**src/rtl/mux_n_pipe_if.sv**
```systemverilog
// Handshake bundle for mux_n_pipe: N words of W bits plus select with in_valid/in_ready,
// selected word y with out_valid/out_ready; sel_err exists only under MUX_N_PIPE_SEL_ERR_EN.
interface mux_n_pipe_if #(
    parameter int N = 8,
    parameter int W = 1
);
    localparam int S = $clog2(N);

    logic [N*W-1:0] a;
    logic [S-1:0]   s;
    logic           in_valid;
    logic           in_ready;
    logic [W-1:0]   y;
    logic           out_valid;
    logic           out_ready;
`ifdef MUX_N_PIPE_SEL_ERR_EN
    logic           sel_err;
`endif

    modport master (
        output a, s, in_valid, out_ready,
`ifdef MUX_N_PIPE_SEL_ERR_EN
        input  sel_err,
`endif
        input  in_ready, y, out_valid
    );

    modport slave (
        input  a, s, in_valid, out_ready,
`ifdef MUX_N_PIPE_SEL_ERR_EN
        output sel_err,
`endif
        output in_ready, y, out_valid
    );
endinterface

```
**src/rtl/mux_n_pipe.sv**
```systemverilog
// Pipelined N:1 word mux: S=$clog2(N) registered 2:1 layers, valid/ready stalled as one unit.
// Ports: clk, rst_n (async low), bus (mux_n_pipe_if.slave); MUX_N_PIPE_SEL_ERR_EN adds sel_err.
module mux_n_pipe #(
    parameter int N = 8,
    parameter int W = 1
) (
    input  logic        clk,
    input  logic        rst_n,
    mux_n_pipe_if.slave bus
);
    localparam int S  = $clog2(N);
    localparam int N2 = 1 << S;

    logic            adv;
    logic [N2*W-1:0] pad;

    // Whole pipe moves together; any empty output slot lets it shift.
    assign adv          = !bus.out_valid || bus.out_ready;
    assign bus.in_ready = adv;

    always_comb begin
        pad          = '0;
        pad[N*W-1:0] = bus.a;
    end

    for (genvar k = 1; k <= S; k++) begin : g_lyr
        localparam int WI = (N2 >> (k - 1)) * W;
        localparam int WO = (N2 >> k) * W;

        logic [WI-1:0] d_in;
        logic [S-k:0]  s_in;
        logic          v_in;
        logic [WO-1:0] d_nx;
        logic [WO-1:0] d_q;
        logic          v_q;
`ifdef MUX_N_PIPE_SEL_ERR_EN
        logic          e_in;
        logic          e_q;
`endif

        if (k == 1) begin : g_src
            assign d_in = pad;
            assign s_in = bus.s;
            assign v_in = bus.in_valid;
`ifdef MUX_N_PIPE_SEL_ERR_EN
            assign e_in = (int'(bus.s) >= N);
`endif
        end else begin : g_src
            assign d_in = g_lyr[k-1].d_q;
            assign s_in = g_lyr[k-1].g_sq.s_q;
            assign v_in = g_lyr[k-1].v_q;
`ifdef MUX_N_PIPE_SEL_ERR_EN
            assign e_in = g_lyr[k-1].e_q;
`endif
        end

        // s_in[0] is this layer's select; it picks within each adjacent pair.
        always_comb begin
            d_nx = '0;
            for (int j = 0; j < WO / W; j++) begin
                d_nx[j*W +: W] = s_in[0] ? d_in[(2*j+1)*W +: W]
                                         : d_in[2*j*W +: W];
            end
        end

        always_ff @(posedge clk or negedge rst_n) begin
            if (!rst_n) begin
                d_q <= '0;
                v_q <= 1'b0;
`ifdef MUX_N_PIPE_SEL_ERR_EN
                e_q <= 1'b0;
`endif
            end else if (adv) begin
                d_q <= d_nx;
                v_q <= v_in;
`ifdef MUX_N_PIPE_SEL_ERR_EN
                e_q <= e_in;
`endif
            end
        end

        // Remaining select bits travel with the data; the last layer needs none.
        if (k < S) begin : g_sq
            logic [S-k-1:0] s_q;

            always_ff @(posedge clk or negedge rst_n) begin
                if (!rst_n) begin
                    s_q <= '0;
                end else if (adv) begin
                    s_q <= s_in[S-k:1];
                end
            end
        end
    end

    assign bus.y         = g_lyr[S].d_q;
    assign bus.out_valid = g_lyr[S].v_q;
`ifdef MUX_N_PIPE_SEL_ERR_EN
    assign bus.sel_err   = g_lyr[S].e_q && g_lyr[S].v_q;
`endif
endmodule

```
**src/flat_wrapper.sv**
```systemverilog
// flat-port wrapper written by rule: the top's interface ports become plain ports
module mux_n_pipe_flat 
#(
    parameter int N = 8,
    parameter int W = 1
)
  (clk, rst_n, bus_a, bus_s, bus_in_valid, bus_out_ready, bus_in_ready, bus_y, bus_out_valid);
  mux_n_pipe_if #(.N(N), .W(W)) bus_i ();
  input  logic clk;
  input  logic rst_n;
  input wire logic [$bits(bus_i.a)-1:0] bus_a;
  input wire logic [$bits(bus_i.s)-1:0] bus_s;
  input wire logic [$bits(bus_i.in_valid)-1:0] bus_in_valid;
  input wire logic [$bits(bus_i.out_ready)-1:0] bus_out_ready;
  output wire logic [$bits(bus_i.in_ready)-1:0] bus_in_ready;
  output wire logic [$bits(bus_i.y)-1:0] bus_y;
  output wire logic [$bits(bus_i.out_valid)-1:0] bus_out_valid;
  assign bus_i.a = bus_a;
  assign bus_i.s = bus_s;
  assign bus_i.in_valid = bus_in_valid;
  assign bus_i.out_ready = bus_out_ready;
  assign bus_in_ready = bus_i.in_ready;
  assign bus_y = bus_i.y;
  assign bus_out_valid = bus_i.out_valid;
  mux_n_pipe #(.N(N), .W(W)) u_core (.clk(clk), .rst_n(rst_n), .bus(bus_i));
endmodule
```
**config.mk**
```make
export PLATFORM = sky130hd
export DESIGN_NAME = mux_n_pipe_flat
export DESIGN_NICKNAME = d
export VERILOG_FILES = /design/src/rtl/mux_n_pipe_if.sv /design/src/rtl/mux_n_pipe.sv /design/src/flat_wrapper.sv
export SDC_FILE = /design/constraint.sdc
export NUM_CORES = 1
export LEC_CHECK = 0
export ABC_AREA = 1
export BUFFER_PORTS_ARGS = -buffer_cell sky130_fd_sc_hd__buf_2
export CAP_MARGIN = 15
export CORE_MARGIN = 4
export CORE_UTILIZATION = 48
export DETAILED_ROUTE_END_ITERATION = 8
export HOLD_SLACK_MARGIN = 0.02
export PLACE_DENSITY_LB_ADDON = 0.2
export SYNTH_ARGS = -nofsm -noshare
export SYNTH_HDL_FRONTEND = slang
export SYNTH_SLANG_ARGS = --single-unit
export TNS_END_PERCENT = 20
```
**constraint.sdc**
```tcl
create_clock -name clk -period 1 [get_ports clk]
set_input_delay 0.1 -clock clk [delete_from_list [all_inputs] [get_ports clk]]
set_output_delay 0.1 -clock clk [all_outputs]
set_load 0.02 [all_outputs]
```
## After elaboration in Yosys (flattened, before gate mapping)

Index checks and enable logic that the tools add are counted.

- Order comparisons: 0
- Reduce and logical (&&, ||, !) cells: 2
- $mul: 0
- Div/mod/pow operators: 0
- Shift-type cells: 0
- Add/sub/neg operators: 0
- Muxes and demuxes: 7
- Eq/ne operators: 0
- Bitwise logic cells: 0

Operators by type and width:

| operator | number |
|---|---|
| 1-bit two-way mux | 7 |
| 1-bit zero test | 1 |
| 1-bit logical OR | 1 |

- Memories kept: 0
- Word-level logic and storage cells: 17
- Flip-flop bits (word level): 13
- Output and inout bits: 3
- Input port bits: 15
- Latch bits: 0
- RAM bits: 0
- ROM bits: 0

## Logic depth before layout (Yosys ltp)

Gate-level depths: netlist (run 1).

- Depth in word-level cells: 2
- Depth in mapped cells: 5
- Depth with buffers taken out: 5

## Worst setup path before layout (run 1)

OpenSTA, ideal clock, no wires.

- Path type: reg2reg
- From: reg u_core.g_lyr[3].v_q, in the netlist u_core.bus.out_valid
- To: reg u_core.g_lyr[1].d_q[0]
- Arrival time: 0.847 ns
- Library setup time: 0.117 ns
- Path buffers: 1
- Cell stages (with the launch flop): 5
- Data required time: 0.883 ns
- Period minus slack after synthesis: 0.964 ns
- Setup slack: 0.036 ns
- Cell sequence: dfrtp_1 -> nand2_4 -> buf_12 -> nand3_2 -> nand2_1

- Cells in the longest elaborated chain, start to end: 2

RTL lines:

| item | line | RTL |
|---|---|---|
| start, declared | mux_n_pipe.sv:35 | `logic v_q;` |
| start signal, assigned | mux_n_pipe.sv:75 | `v_q <= v_in;` |
| 1-bit zero test | mux_n_pipe.sv:18 | `assign adv = !bus.out_valid \|\| bus.out_ready;` |
| 1-bit logical OR | mux_n_pipe.sv:18 |  |
| via bus_in_ready | flat_wrapper.sv:15 | `output wire logic [$bits(bus_i.in_ready)-1:0] bus_in_ready;` |
| end signal, assigned | mux_n_pipe.sv:74 | `d_q <= d_nx;` |
| end, declared | mux_n_pipe.sv:34 | `logic [WO-1:0] d_q;` |

The timed path passes the listed nets, and every way through them passes these cells.
A chain may end at the register's enable or synchronous reset.

## Worst setup path in the final report (run 1)

- From: reg u_core.g_lyr[3].v_q, in the netlist u_core.bus.out_valid
- To: out bus_in_ready

- Cells in the longest elaborated chain, start to end: 2

RTL lines:

| item | line |
|---|---|
| 1-bit zero test | mux_n_pipe.sv:18 |
| 1-bit logical OR | mux_n_pipe.sv:18 |
| end, declared | flat_wrapper.sv:15 |

No other way between the ends.

==> metrics.txt, run 1 <==
worst clock skew=0.002313 ns; RSZ-0062 raised after global routing=yes; Slew Limit Fails=0; Num Clock Sinks=13; path depth of the worst reg2reg path=5; met3 usage=3.586%; Worst EP required=0.90 ns; port bufs=17; Mean Syn Cell Area=7.884 sq um; Final nets=123; final period utilization=96.90%; share of cells above drive strength 1=28.97%; WP data arrival=0.87 ns; syn nets=98; RD Place Congestion=0.6922; VDD IR max=1.071 mV; Routed WL per cell=9.205 um; Worst Hold Launch=bus_s[2]; Clock Latency Late Sink=0.27 ns; maxcap violations=0; most frequent cells in the layout=38 x nand2_1, 19 x inv_1, 16 x buf_2; HPWL Detailed=872.3 um; CP Launch Type=flip-flop; vias in the first global route=492; flop2flop setup slack=0.05 ns; GRT Residual Overflow=0; hold depth=3; CTS clk-pin slew, worst paths=0.08 ns; n_diodes=0; crit path time final=0.9690 ns; initial antenna violation count=0; Starting Density=50.93%; FMAX=1032 MHz; Max-slew headroom=80.68%; dpl ws=0.1198 ns; Worst-Margin Slew=0.2897 ns; met1 usage=16.88%; dpl cell area=758.2 sq um; FP Rows=13; CP Class=reg -> out; Horiz. Die Dim=44.92 um; clock root buffer=clkbuf_4; HP Class=in -> reg; Cells after Synth=83; worst hold endpoint=u_core.g_lyr[1].g_sq.s_q[1]$_DFFE_PN0P_; # DRC=0; DR iter-0 viols=7; Ys Warns=0; element type at the critical path end=primary output; synthesized cell area=654.4 sq um; Synth cell types=9; chip height=44.92 um; status=finished, final reports clean; CTS Buf Count=3; CTS tree=done; busiest grt layer=met2; total track usage=13.74%; reg-to-reg startpoint=u_core.bus.out_valid$_DFFE_PN0P_; cell leakage power=0.0005113 uW; largest net degree at the start of global routing=14; core area=1285 sq um; Design Area, Final=818.3 sq um; Power Density=2126 nW/um^2; Longest Clk Path Bufs=2; via count=533; H-Tree Depth=1; Final WS setup=0.03096 ns; final setup violation count=0; Worst Path Max Fanout=3; sequential-to-total area share from yosys stat=49.71%; met2 usage in global routing=22.03%; DIE AREA=2018 sq um; worst reg2reg path endpoint=u_core.bus.y$_DFFE_PN0P_; DR pass1 iterations=4; Vias/cell=4.369; Synth Register Bits=13; Hold Fails Final Rpt=0; layout overhead on the synthesized area=25.05%; first-pass GRT wire length=1952 um; post-route ant nets=0; Top Ports=18; overall routed net length=1123 um; most common cell after layout, fill and taps aside=nand2_1
==> metrics by stage <==
step	util, %	cells	setup TNS, ns	hold slack [ns]	total power [uW]
CTS	63.19	122	0	0.02898	1740
global route	63.68	122	-0.01308	0.03005	1880
floorplan	-	83	0	-0.1956	1217
global placement	59.01	115	0	0.0003472	1369
finish	63.68	122	0	0.02857	1740
detailed placement	59.01	115	0	0.005272	1382
==> Yosys cell counts <==
master | count | share of area (%)
buf_12 | 1 | 3.1
dfrtp_1 | 13 | 50
inv_1 | 19 | 11
inv_2 | 1 | 0.57
nand2_1 | 38 | 22
nand2_4 | 1 | 1.7
nand3_1 | 1 | 0.76
nand3_2 | 6 | 9.2
o21ai_0 | 3 | 2.3
==> logic make-up after synthesis <==
kind of cell | Yosys count | share of synthesized area (%)
compound gates | 3 | 2.294
simple gates | 46 | 33.46
buf+inv | 21 | 14.53
flops | 13 | 49.71
==> layer usage <==
| metal | wire length, um | share of wire, % |
|---|---|---|
| met5 | 0 | 0 |
| met4 | 15 | 1.3 |
| met3 | 67 | 6.0 |
| met2 | 520 | 46 |
| met1 | 520 | 46 |
==> report_power, final <==
part / internal, uW / leakage (uW) / switching (uW) / total, uW
Clock: 154 / 0.0000150 / 170 / 324
Sequential: 701 / 0.000154 / 92.3 / 793
Combinational: 266 / 0.000342 / 356 / 622
Total: 1120 / 0.000511 / 618 / 1740
==> critical path, stage by stage, from the launching register on <==
cell	delay (ns)
dfrtp_1	0.41
nand2_4	0.08
buf_6	0.11
==> registers in the layout, summed over array words and instances (netlist names) <==
signal / cells
u_core.g_lyr.g_sq.s_q: 3
u_core.g_lyr.v_q: 2
u_core.bus.out_valid: 1
u_core.g_lyr.d_q: 6
u_core.bus.y: 1
==> worst max path at each step <==
stage / start / to / slack [ns] / cells past startpoint
final: u_core.bus.out_valid$_DFFE_PN0P_ / bus_in_ready / 0.03 / 2
after global routing: u_core.bus.out_valid$_DFFE_PN0P_ / u_core.g_lyr[1].g_sq.s_q[0]$_DFFE_PN0P_ / -0.007 / 5
after CTS: u_core.bus.out_valid$_DFFE_PN0P_ / bus_in_ready / 0.01 / 2
after detailed placement: u_core.bus.out_valid$_DFFE_PN0P_ / u_core.g_lyr[1].g_sq.s_q[0]$_DFFE_PN0P_ / 0.12 / 4
after global placement: u_core.bus.out_valid$_DFFE_PN0P_ / u_core.bus.y$_DFFE_PN0P_ / 0.16 / 4
after floorplan: u_core.bus.out_valid$_DFFE_PN0P_ / u_core.g_lyr[1].d_q[0]$_DFFE_PN0P_ / 0.04 / 4
==> repair_timing <==
| item | 4_1_cts | 5_1_grt |
|---|---|---|
| pin swaps | 1 | 0 |
| hold endpoints to repair | 13 | 0 |
| setup endpoints to repair | 1 | 5 |
| buffers inserted | 2 | 0 |
| resized for setup | 1 | 4 |
| hold buffers | 1 | 0 |
==> cell type report <==
cell class                 instances  area (sq um)
sequential                        13         325.3
tap                               15         18.77
clock buffer                       4         26.28
multi-input combinational         49         234.0
fill                             112         466.7
timing repair buffer              21         136.4
inverter                          20         77.57
Note: power is estimated with default switching activity, not from simulation.
==> run 2: changes to the inputs <==
--- a/config.mk
+++ b/config.mk
@@ -8,10 +8,13 @@
 export ABC_AREA = 1
 export BUFFER_PORTS_ARGS = -buffer_cell sky130_fd_sc_hd__buf_2
 export CAP_MARGIN = 15
+export CELL_PAD_IN_SITES_DETAIL_PLACEMENT = 1
+export CELL_PAD_IN_SITES_GLOBAL_PLACEMENT = 1
 export CORE_MARGIN = 4
-export CORE_UTILIZATION = 48
+export CORE_UTILIZATION = 35
 export DETAILED_ROUTE_END_ITERATION = 8
 export HOLD_SLACK_MARGIN = 0.02
+export MAX_ROUTING_LAYER = met4
 export PLACE_DENSITY_LB_ADDON = 0.2
 export SYNTH_ARGS = -nofsm -noshare
 export SYNTH_HDL_FRONTEND = slang
==> metrics.txt, run 2 (synthesis gave the netlist of run 1 again) <==
status=complete, but fails checks; failing checks=setup timing; Top Ports=18 (unchanged); largest registers=u_core.g_lyr.d_q (6), u_core.g_lyr.g_sq.s_q (3), u_core.g_lyr.v_q (2); overall routed net length=1525 um (+36%); Starting Density=37.49% (-13 points); element type at the critical path end=primary output; FMAX=985.3 MHz (-4.5%); worst clock skew=0.004011 ns (+0.001697 ns); Biggest register=u_core.g_lyr.d_q; worst reg2reg path endpoint=u_core.g_lyr[1].d_q[0]$_DFFE_PN0P_; GRT Residual Overflow=0 (unchanged); post-route ant nets=0 (unchanged); Slowest-stage cell, CP=dfrtp_1; VDD IR max=1.267 mV (+18%); Buf/Inv on CP=1 (unchanged); Slew Limit Fails=0 (unchanged); CTS Buf Count=3 (unchanged); Final WS setup=-0.01488 ns (-0.04584 ns); vias in the first global route=625 (+27%); hold depth=3 (unchanged); HPWL Detailed=1056 um (+21%); path depth of the worst reg2reg path=5 (unchanged); final period utilization=101.5% (+4.6 points); cell leakage power=0.0005205 uW (+1.8%); WP data arrival=0.91 ns (+0.04 ns); dpl cell area=758.2 sq um (unchanged); flop2flop setup slack=0.02 ns (-0.03 ns); Design Area, Final=855.8 sq um (+4.6%); DR pass1 iterations=3 (-1); Max-slew headroom=79.84% (-0.84 points); core area=1745 sq um (+36%); CTS tree=done; share of cells above drive strength 1=31.19% (+2.2 points); DIE AREA=2626 sq um (+30%); critical-path cell list=nand2_4 -> buf_6; Clock Latency Late Sink=0.28 ns (about the same); chip height=51.24 um (+14%); H-Tree Depth=1 (unchanged); n_diodes=0 (unchanged); RD Place Congestion=0.7002 (+1.2%); clock root buffer=clkbuf_4; final setup violation count=1 (+1); Worst EP required=0.90 ns (about the same); multi-input logic area=239.0 sq um (+2.1%); CP Class=reg -> out; total track usage=14.53% (+0.79 points); Worst Hold Launch=bus_s[1]; HP Class=in -> reg; Horiz. Die Dim=51.24 um (+14%); via count=562 (+5.4%); DR iter-0 viols=5 (-2); Fill cells=224 (+100%); first-pass GRT wire length=2628 um (+35%); Worst-Margin Slew=0.3024 ns (+0.01265 ns); CP Launch Type=flip-flop; FP Rows=15 (+2); layout overhead on the synthesized area=30.78%; Vias/cell=4.194 (-4.0%); CTS clk-pin slew, worst paths=0.08 ns (about the same); Hold Fails Final Rpt=0 (unchanged); initial antenna violation count=0 (unchanged); CP peak stage delay=0.42 ns (about the same); most common cell after layout, fill and taps aside=nand2_1; crit path time final=1.015 ns (+0.04584 ns); Register Area=325.3 sq um (unchanged); # DRC=0 (unchanged); final core occ=49.03% (-15 points); port bufs=17 (unchanged); Final nets=125 (+1.6%); worst hold endpoint=u_core.g_lyr[1].g_sq.s_q[0]$_DFFE_PN0P_; Power Density=2121 nW/um^2 (-0.26%); reg-to-reg startpoint=u_core.bus.out_valid$_DFFE_PN0P_; largest net degree at the start of global routing=14 (unchanged); final setup TNS=-0.01488 ns (-0.01488 ns); Longest Clk Path Bufs=2 (unchanged); Num Clock Sinks=13 (unchanged); RSZ-0062 raised after global routing=yes; maxcap violations=0 (unchanged); Largest delay share family, worst path=flip-flops; most frequent cells in the layout=36 x nand2_1, 19 x inv_1, 16 x buf_2; Worst Path Max Fanout=3 (unchanged); Routed WL per cell=11.38 um (+24%); final hold slack=0.02484 ns (-0.003732 ns); max FFs per register=6 (unchanged)
## run 2: cell count changes in the layout (fill, tap and decap cells not counted)
cell and delta:
buf_12 -1, buf_4 -1, buf_6 +2, buf_8 +1, dlygate4sd3_1 +1, nand2_1 -2
nand2_2 +2
## run 2: area by class of cell
class                      instances  area share, %
inverter                          20          9.064
clock buffer                       4          3.070
timing repair buffer              23          18.27
tap                               25          3.655
sequential                        13          38.01
multi-input combinational         49          27.92
## run 2: worst register-to-register path, stage by stage (launching register included)
cell and delay [ns]:
dfrtp_1 0.40, nand2_4 0.08, buf_6 0.14, buf_8 0.13, nand3_2 0.08, nand2_2 0.05
## run 2: timing repair
| item | 4_1_cts | 5_1_grt |
|---|---|---|
| cloned | 0 | 0 |
| setup buffers | 3 | 0 |
| endpoints found under the setup margin | 1 | 13 |
| pin swaps | 1 | 2 |
| resized for setup | 2 | 9 |
| hold buffers | 1 | 1 |
| hold endpoints to repair | 13 | 1 |
## run 2: through the flow
| stage | worst slack [ns] | instances | power, uW |
|---|---|---|---|
| 6_report | -0.01488 | 134 | 1815 |
| 5_1_grt | -0.07094 | 134 | 1986 |
| 4_1_cts | 0.002251 | 133 | 1772 |
| 3_5_place_dp | 0.05968 | 125 | 1373 |
| 3_3_place_gp | 0.09178 | 125 | 1350 |
| 2_1_floorplan | 0.03637 | 83 | 1217 |
## run 2: report_power, final
group | internal, uW | leakage [uW] | switching (uW)
sequential | 701 | 0.000154 | 106
clock | 155 | 0.0000150 | 182
combinational | 283 | 0.000352 | 387
total | 1140 | 0.000520 | 675
## run 2: routing by layer
| layer | wire [um] | vias to the layer above | global-route usage, % |
|---|---|---|---|
| met2 | 790 | 11 | 24.46 |
| li1 | - | 292 | - |
| met5 | 0 | - | - |
| met3 | 53 | 7 | 3.790 |
| met4 | 48 | 0 | 7.860 |
| met1 | 632 | 252 | 15.58 |
## run 2: worst max path at each step
stage | startpoint | to | slack, ns | cells after the start
global placement | u_core.bus.out_valid$_DFFE_PN0P_ | u_core.g_lyr[1].d_q[0]$_DFFE_PN0P_ | 0.09 | 4
CTS | u_core.bus.out_valid$_DFFE_PN0P_ | u_core.g_lyr[1].d_q[2]$_DFFE_PN0P_ | 0.002 | 5
floorplan | u_core.bus.out_valid$_DFFE_PN0P_ | u_core.g_lyr[1].d_q[0]$_DFFE_PN0P_ | 0.04 | 4
global route | u_core.bus.out_valid$_DFFE_PN0P_ | bus_in_ready | -0.07 | 2
finish | u_core.bus.out_valid$_DFFE_PN0P_ | bus_in_ready | -0.01 | 2
detailed placement | u_core.bus.out_valid$_DFFE_PN0P_ | u_core.g_lyr[1].d_q[2]$_DFFE_PN0P_ | 0.06 | 4
==> run 3: changes to the inputs <==
--- a/config.mk
+++ b/config.mk
@@ -12,7 +12,9 @@
 export CELL_PAD_IN_SITES_GLOBAL_PLACEMENT = 1
 export CORE_MARGIN = 4
 export CORE_UTILIZATION = 35
+export CTS_BUF_LIST = sky130_fd_sc_hd__clkbuf_4 sky130_fd_sc_hd__clkbuf_8 sky130_fd_sc_hd__clkbuf_16
 export DETAILED_ROUTE_END_ITERATION = 8
+export GPL_TIMING_DRIVEN = 0
 export HOLD_SLACK_MARGIN = 0.02
 export MAX_ROUTING_LAYER = met4
 export PLACE_DENSITY_LB_ADDON = 0.2
==> metrics.txt, run 3 (synthesis gave the netlist of run 1 again) <==
dpl ws=0.06438 ns (+0.004699 ns); Biggest register=u_core.g_lyr.d_q; Power Density=2126 nW/um^2 (+0.26%); Worst-Margin Slew=0.2916 ns (-0.01081 ns); largest registers=u_core.g_lyr.d_q (6), u_core.g_lyr.g_sq.s_q (3), u_core.g_lyr.v_q (2); Worst Path Max Fanout=2 (-1); port bufs=17 (unchanged); CTS tree=done; final setup TNS=-0.07417 ns (-0.05929 ns); maxcap violations=0 (unchanged); reg-to-reg startpoint=u_core.bus.out_valid$_DFFE_PN0P_; crit path time final=1.074 ns (+0.05929 ns); # DRC=0 (unchanged); vias in the first global route=616 (-1.4%); CP Class=reg -> out; FP Rows=15 (unchanged); max FFs per register=6 (unchanged); layout overhead on the synthesized area=33.65%; CTS clk-pin slew, worst paths=0.08 ns (about the same); HPWL Detailed=1007 um (-4.7%); RSZ-0062 raised after global routing=yes; most common cell after layout, fill and taps aside=nand2_1; HP Class=in -> reg; Worst EP required=0.90 ns (about the same); Longest Clk Path Bufs=2 (unchanged); VDD IR max=1.042 mV (-18%); hold depth=3 (unchanged); core area=1745 sq um (unchanged); DIE AREA=2626 sq um (unchanged); n_diodes=0 (unchanged); path depth of the worst reg2reg path=6 (+1); Fill cells=239 (+6.7%); Top Ports=18 (unchanged); GRT Residual Overflow=0 (unchanged); NetSw=666.6 uW (-1.3%); part of the power in registers=43.1% (-1.4 points); Max-slew headroom=80.56% (+0.72 points); Horiz. Die Dim=51.24 um (unchanged); status=complete, but fails checks; Starting Density=37.49% (unchanged); initial antenna violation count=0 (unchanged); crit path launch=u_core.bus.out_valid$_DFFE_PN0P_; overall routed net length=1431 um (-6.2%); Sw Share=35.85% (-1.4 points); Clock Latency Late Sink=0.28 ns (about the same); Worst Hold Launch=bus_s[2]; CP Launch Type=flip-flop; WP data arrival=0.97 ns (+0.06 ns); via count=583 (+3.7%); final setup violation count=1 (unchanged); Comb power frac=37.9% (+1.0 points); FMAX=931.0 MHz (-5.5%); first-pass GRT wire length=2559 um (-2.6%); DR pass1 iterations=2 (-1); RD Place Congestion=0.6977 (-0.36%); Final nets=125 (unchanged); largest net degree at the start of global routing=14 (unchanged); chip height=51.24 um (unchanged); DR iter-0 viols=2 (-3); Hold Fails Final Rpt=0 (unchanged); Vias/cell=4.351 (+3.7%); total track usage=13.82% (-0.71 points); worst clock skew=0.0007432 ns (-0.003267 ns); cell leakage power=0.0005312 uW (+2.1%); post-route ant nets=0 (unchanged); failing checks=setup timing; clock root buffer=clkbuf_4; element type at the critical path end=primary output; Routed WL per cell=10.68 um (-6.2%); Slew Limit Fails=0 (unchanged); CTS Buf Count=3 (unchanged); H-Tree Depth=1 (unchanged); P_int=1193 uW (+4.7%); most frequent cells in the layout=37 x nand2_1, 19 x inv_1, 16 x buf_2; Clock power frac=19.1% (+0.5 points); final period utilization=107.4% (+5.9 points); Final WS setup=-0.07417 ns (-0.05929 ns); share of cells above drive strength 1=31.19% (unchanged); Num Clock Sinks=13 (unchanged)
-- run 3: cell counts in the layout (fill, tap and decap cells not counted) --
No cell type changed its count.
-- run 3: metal layers --
metal  up-vias  GRT usage (%)  part of all wire (%)
met5         -              -                     0
met3         5          5.248                   4.9
met4         0          5.240                   2.2
met1       277          15.72                    43
li1        292              -                     -
met2         9          22.10                    50
-- run 3: per-stage QoR --
step | cells | instance area, sq um | hold slack, ns | util, % | power (uW)
floorplan | 83 | 654.4 | -0.1956 | - | 1217
global placement | 125 | 770.7 | 0.005955 | 44.16 | 1376
detailed placement | 125 | 770.7 | 0.004611 | 44.16 | 1402
CTS | 133 | 845.8 | 0.02089 | 48.46 | 1820
global route | 134 | 874.6 | 0.03117 | 50.11 | 2020
finish | 134 | 874.6 | 0.02229 | 50.11 | 1860
-- run 3: final timing paths --
kind / slack [ns] / end
setup / recovery: -0.07 / bus_in_ready
min in group asynchronous: 0.23 / u_core.g_lyr[2].d_q[1]$_DFFE_PN0P_
setup reg to reg: 0 / u_core.g_lyr[1].d_q[3]$_DFFE_PN0P_
hold / removal: 0.02 / u_core.g_lyr[1].g_sq.s_q[1]$_DFFE_PN0P_
max in group asynchronous: 0.55 / u_core.g_lyr[1].d_q[2]$_DFFE_PN0P_
hold reg to reg: 0.48 / u_core.bus.out_valid$_DFFE_PN0P_
-- run 3: timing repair --
action                     4_1_cts  5_1_grt
setup endpoints to repair        1       11
setup buffers                    2        1
hold endpoints to repair        14        0
resized for setup                3        8
hold buffers                     2        0
pin swaps                        1        0
cloned                           0        0
-- run 3: power by group through the flow --
| stage | registers (uW) | clock network, uW | logic, uW |
|---|---|---|---|
| CTS | 799 | 369 | 652 |
| global route | 832 | 395 | 793 |
| global placement | 800 | 0 | 575 |
| floorplan | 837 | 0 | 380 |
| detailed placement | 809 | 0 | 593 |
| finish | 801 | 354 | 705 |
-- run 3: layout make-up --
type,count,area (sq um),share of cell area [%]
well taps,25,31.28,3.577
clock buffers,4,30.03,3.433
plain buffers,1,20.02,2.289
inverters,20,82.58,9.442
flip-flops and latches,13,325.3,37.20
repair buffers,22,148.9,17.02
multi-input cells,49,236.5,27.04
-- run 3: worst max-delay path, stage by stage (launching register included) --
cell and delay, ns:
dfrtp_1 0.39, nand2_4 0.07, buf_12 0.12, buf_8 0.12
